<file path="config.mk">
export PLATFORM = sky130hd
export DESIGN_NAME = hex_scan_driver
export DESIGN_NICKNAME = d
export VERILOG_FILES = /design/src/rtl/hex_scan_driver_pkg.sv /design/src/rtl/hex_scan_driver_hex7seg_lut.sv /design/src/rtl/hex_scan_driver.sv
export SDC_FILE = /design/constraint.sdc
export NUM_CORES = 1
export LEC_CHECK = 0
export CAP_MARGIN = 20
export CORE_ASPECT_RATIO = 0.8
export CORE_MARGIN = 5
export CORE_UTILIZATION = 54
export DETAILED_ROUTE_END_ITERATION = 6
export GPL_ROUTABILITY_DRIVEN = 0
export PLACE_DENSITY = 0.79
export SETUP_SLACK_MARGIN = 0.4
export SLEW_MARGIN = 5
export SYNTH_ARGS = -nofsm -noshare
export SYNTH_HDL_FRONTEND = slang
export SYNTH_HIERARCHICAL = 1
export SYNTH_SLANG_ARGS = --single-unit
</file>
<file path="constraint.sdc">
create_clock -name clk -period 2.7 [get_ports clk]
set_clock_uncertainty 0.15 [all_clocks]
set_input_delay 0.81 -clock clk [delete_from_list [all_inputs] [get_ports clk]]
set_output_delay 0.81 -clock clk [all_outputs]
set_load 0.02 [all_outputs]
</file>
<file path="src/rtl/hex_scan_driver_pkg.sv">
// Shared constants and the active-low hex-to-7-segment table for the scan driver.
package hex_scan_pkg;

  localparam int unsigned NUM_DIGITS = 4;
  localparam logic [7:0]  SEG_OFF    = 8'hFF;
  localparam logic [3:0]  AN_OFF     = 4'hF;

  // {g,f,e,d,c,b,a}, active-low, indexed by hex value
  localparam logic [6:0] SEG7_TABLE [16] = '{
    7'h40, 7'h79, 7'h24, 7'h30, 7'h19, 7'h12, 7'h02, 7'h78,
    7'h00, 7'h10, 7'h08, 7'h03, 7'h46, 7'h21, 7'h06, 7'h0E
  };

  typedef logic [1:0] digit_idx_t;

  function automatic logic [6:0] seg7(input logic [3:0] value);
    return SEG7_TABLE[value];
  endfunction

endpackage

</file>
<file path="src/rtl/hex_scan_driver_hex7seg_lut.sv">
// Combinational hex digit + decimal point to active-low {p,g..a} segment byte.
module hex7seg_lut
  import hex_scan_pkg::*;
(
  input  logic [3:0] digit,
  input  logic       point,
  output logic [7:0] segment
);

  always_comb segment = {~point, seg7(digit)};

endmodule

</file>
<file path="src/rtl/hex_scan_driver.sv">
// 4-digit common-anode 7-segment scan driver with anti-ghost blanking and frame snapshot.
// Optional leading-zero suppression is enabled by defining LEADING_ZERO_BLANK_EN.
module hex_scan_driver
  import hex_scan_pkg::*;
#(
  parameter int unsigned SCAN_DIV     = 17,
  parameter int unsigned BLANK_CYCLES = 4
) (
  input  logic        clk,
  input  logic        rst_n,
  input  logic [15:0] hex,
  input  logic [3:0]  point,
  input  logic [3:0]  LE,
  output logic [3:0]  AN,
  output logic [7:0]  SEGMENT,
  output logic        frame_start
);

  localparam int unsigned CNT_W = SCAN_DIV + 2;
  localparam logic [SCAN_DIV-1:0] BLANK_SUB = SCAN_DIV'(BLANK_CYCLES);

  logic [CNT_W-1:0]    cnt;
  logic [15:0]         shadow_hex;
  logic [3:0]          shadow_point;
  logic [3:0]          shadow_le;
  digit_idx_t          idx;
  logic [SCAN_DIV-1:0] sub;
  logic                in_blank;
  logic                zero_blank;
  logic [3:0]          digit_hex;
  logic [7:0]          lut_seg;
  logic [3:0]          an_next;
  logic [7:0]          seg_next;

  assign idx       = cnt[CNT_W-1:SCAN_DIV];
  assign sub       = cnt[SCAN_DIV-1:0];
  assign in_blank  = sub < BLANK_SUB;
  assign digit_hex = shadow_hex[{idx, 2'b00} +: 4];

  hex7seg_lut u_lut (
    .digit   (digit_hex),
    .point   (shadow_point[idx]),
    .segment (lut_seg)
  );

`ifdef LEADING_ZERO_BLANK_EN
  // A digit is suppressed when it and every more-significant digit are zero.
  always_comb begin
    zero_blank = 1'b0;
    case (idx)
      2'd3:    zero_blank = (shadow_hex[15:12] == '0);
      2'd2:    zero_blank = (shadow_hex[15:8]  == '0);
      2'd1:    zero_blank = (shadow_hex[15:4]  == '0);
      default: zero_blank = 1'b0;
    endcase
  end
`else
  assign zero_blank = 1'b0;
`endif

  always_comb begin
    an_next  = AN_OFF;
    seg_next = SEG_OFF;
    if (!in_blank) begin
      an_next = ~(4'b0001 << idx);
      if (!(shadow_le[idx] || zero_blank))
        seg_next = lut_seg;
    end
  end

  // Shadow captures on the last cycle of digit 3 so the next frame is tear-free.
  always_ff @(posedge clk) begin
    if (!rst_n) begin
      cnt          <= '0;
      shadow_hex   <= '0;
      shadow_point <= '0;
      shadow_le    <= '1;
      AN           <= AN_OFF;
      SEGMENT      <= SEG_OFF;
      frame_start  <= 1'b0;
    end else begin
      cnt <= cnt + 1'b1;
      if (cnt == '1) begin
        shadow_hex   <= hex;
        shadow_point <= point;
        shadow_le    <= LE;
      end
      AN          <= an_next;
      SEGMENT     <= seg_next;
      frame_start <= (cnt == '0);
    end
  end

endmodule
</file>
==> reports/metrics.yaml <==
setup_violations: 0
synth_area_per_cell_um2: 9.593
use_met1_pct: 24.31
r2r_setup_slack_ps: 520
clk_pin_slew_ps: 100
grtUsageMet3_pct: 3.499
dp_hpwl_um: 3639
grt.busiest_layer: "met1"
cts_tree: "built"
antenna_found_initial: 0
syn_nets: 311
min-delay-start: "shadow_hex[6]"
crit_slowest_cell: "clkdlybuf4s50_1"
p_per_area_nw_per_um2: 440.1
ctsHoldBuffers: 0
synth.distinct_cells: 39
min_path_type: "reg -> reg"
p_sw_share_pct: 21.87
crit_family: "buffers and inverters"
p_leak_nw: 1.131
period_share_pct: 81.16
maxCapViolCount: 0
htreeDepth: 2
grt_setup_unrepaired: "false"
grt_max_degree: 48
met2_usage_pct: 22.57
core_um2: 4679
cpPeakStageDelay_ps: 590
p_clk_share_pct: 34.0
grt_pass1_wl_um: 8162
drt_iter0_drc: 145
cts_made_buffers: 5
start_kind: "flip-flop"
internal-power_mw: 1.086
ys_ff_latch: 56
die_y_um: 72.63
root_buffer: "clkbuf_8"
io_pins: 39
drive_gt1_share_pct: 9.554
cp-end-kind: "primary output"
cts.sink_count: 56
pwr-share-comb_pct: 5.8
p_sw_mw: 0.3039
reg2reg_to: "SEGMENT[3]"
cp_max_fo: 1
dieArea_um2: 6412
finalNonFillerCells: 374
hold_viol: 0
synth_edf_count: 0
clk_latency_ps: 310
routedWlPerCell_um: 13.07
io_buffers: 38
status: "complete, no violations"
start_util_pct: 56.58
grt_usage_pct: 16.12
path_cells: "clkdlybuf4s50_1"
max_slew.worst_pin.slew_ps: 422.2
finalPower_mw: 1.390
area_growth_pct: 19.28
ff2ff_path_depth: 4
final_util_pct: 67.49
setup-tns-final_ps: 0
ys_seq_area_share_pct: 42.34
final_common_cell: "dfxtp_1"
post-route-min-period_ps: 2191
rows: 22
dp.cells: 365
yosys_warnings: 6
cp.arrival_ps: 1230
vias: 1991
grt_overflow_total: 0
whs_ps: 308.9
synthCells: 276
slew_headroom_pct: 71.59
required_ps: 1740
die_width_um: 88.29
hold_end: "shadow_hex[6]"
final_max_slew_viol_count: 0
seqPwrFrac_pct: 60.2
clock_path_buffers: 2
ys_async_sr_fraction_pct: 0
ant_nets: 0
nNetsFinal: 348
grt_pass1_vias: 1769
final_cell_mix: "dfxtp_1 (55), nand2_1 (49), clkdlybuf4s50_1 (38), mux2i_1 (26), nor2_1 (15)"
synth_flop_cell: "dfxtp_1"
crit_buf_inv: 1
fmax_mhz: 456.3
critical_path_class: "reg -> out"
detail_route.vias_per_cell: 5.324
first_pass_iters: 4
synth_area_um2: 2648
drc: 0
vdd_drop_max_mv: 0.2586
rr_startpoint: "cnt[17]"
diodes: 0
hold_depth: 2
drt_wl_total_um: 4889
==> metrics by stage <==
| stage | instance area, um2 | setup WS (ps) |
|---|---|---|
| 4_1_cts | 3151 | 434.9 |
| 5_1_grt | 3158 | 402.4 |
| 6_report | 3158 | 508.6 |
| 2_1_floorplan | 2653 | 421.6 |
| 3_5_place_dp | 3052 | 200.4 |
| 3_3_place_gp | 3052 | 228.6 |
==> repair_timing <==
action,CTS,global route
setup buffers,0,1
gates cloned,0,0
endpoints found under the setup margin,1,1
resized for setup,1,1
==> routing by layer <==
layer | up-vias | part of all wire [%]
met1 | 903 | 51
met2 | 49 | 41
met4 | 0 | 1.7
li1 | 1031 | -
met5 | - | 0
met3 | 8 | 6.0
==> worst register-to-register path: cells and delay by family, from the launching register on <==
kind	cells	cell delay, ps
muxes	2	1150
DFF	1	400
buffers and inverters	1	210
and+or+nand+nor	1	140
==> sequential cells by signal, summed over array words and instances (netlist names) <==
| name | count |
|---|---|
| shadow_le | 4 |
| frame_start | 1 |
| cnt | 19 |
| shadow_point | 4 |
| shadow_hex | 16 |
| AN | 4 |
| SEGMENT | 8 |
==> worst max-delay path by stage <==
stage	from	to	slack [ps]	cells after the start
floorplan	cnt[17]	SEGMENT[3]	420	8
global placement	rst_n	SEGMENT[4]	230	5
detailed placement	rst_n	SEGMENT[6]	200	5
CTS	cnt[17]	SEGMENT[3]	430	6
global route	cnt[17]	SEGMENT[3]	400	4
finish	frame_start	frame_start	510	1
==> final cells by class <==
class	instances	area, um2
Multi-Input combinational cell	197	1404
Timing Repair Buffer	44	425.4
Fill cell	386	1521
Clock buffer	6	82.58
Clock inverter	2	15.01
Inverter	9	33.78
Tap cell	60	75.07
Sequential cell	56	1122
==> kinds of logic (layout without fill, tap and decap cells) <==
| logic type | after synthesis | in the layout | share of synthesized area, % |
|---|---|---|---|
| and+or+nand+nor | 119 | 119 | 23.77 |
| AOI/OAI and AO/OA | 24 | 24 | 5.104 |
| xor gates and xnor gates | 12 | 12 | 3.970 |
| DFF | 56 | 56 | 42.34 |
| buffers and inverters | 23 | 61 | 4.631 |
| adders and majority gates | 9 | 9 | 4.253 |
| muxes | 33 | 33 | 15.93 |
==> cell usage after synthesis, types with 4 or more instances <==
master,number,area [um2]
nand2_1,49,183.9
ha_1,9,112.6
buf_6,4,45.04
nor2_1,15,56.30
or3_1,5,31.28
o21ai_0,13,65.06
xor2_1,10,87.58
mux4_2,6,135.1
mux2i_1,26,260.3
a21oi_1,4,20.02
nand4_1,5,31.28
clkbuf_1,5,18.77
dfxtp_1,56,1121
nor4_1,7,43.79
a31oi_1,4,25.02
and2_1,4,25.02
and4_1,5,43.79
nand3_1,5,25.02
inv_1,7,26.28
nand2b_1,10,62.56
==> power by group through the flow <==
stage / registers (mW) / logic, mW / clock network, mW
global placement: 0.855 / 0.0807 / 0
floorplan: 0.857 / 0.0294 / 0
finish: 0.836 / 0.0811 / 0.472
detailed placement: 0.856 / 0.0817 / 0
CTS: 0.837 / 0.0820 / 0.492
global route: 0.838 / 0.0896 / 0.526
Note: power is estimated with default switching activity, not from simulation.
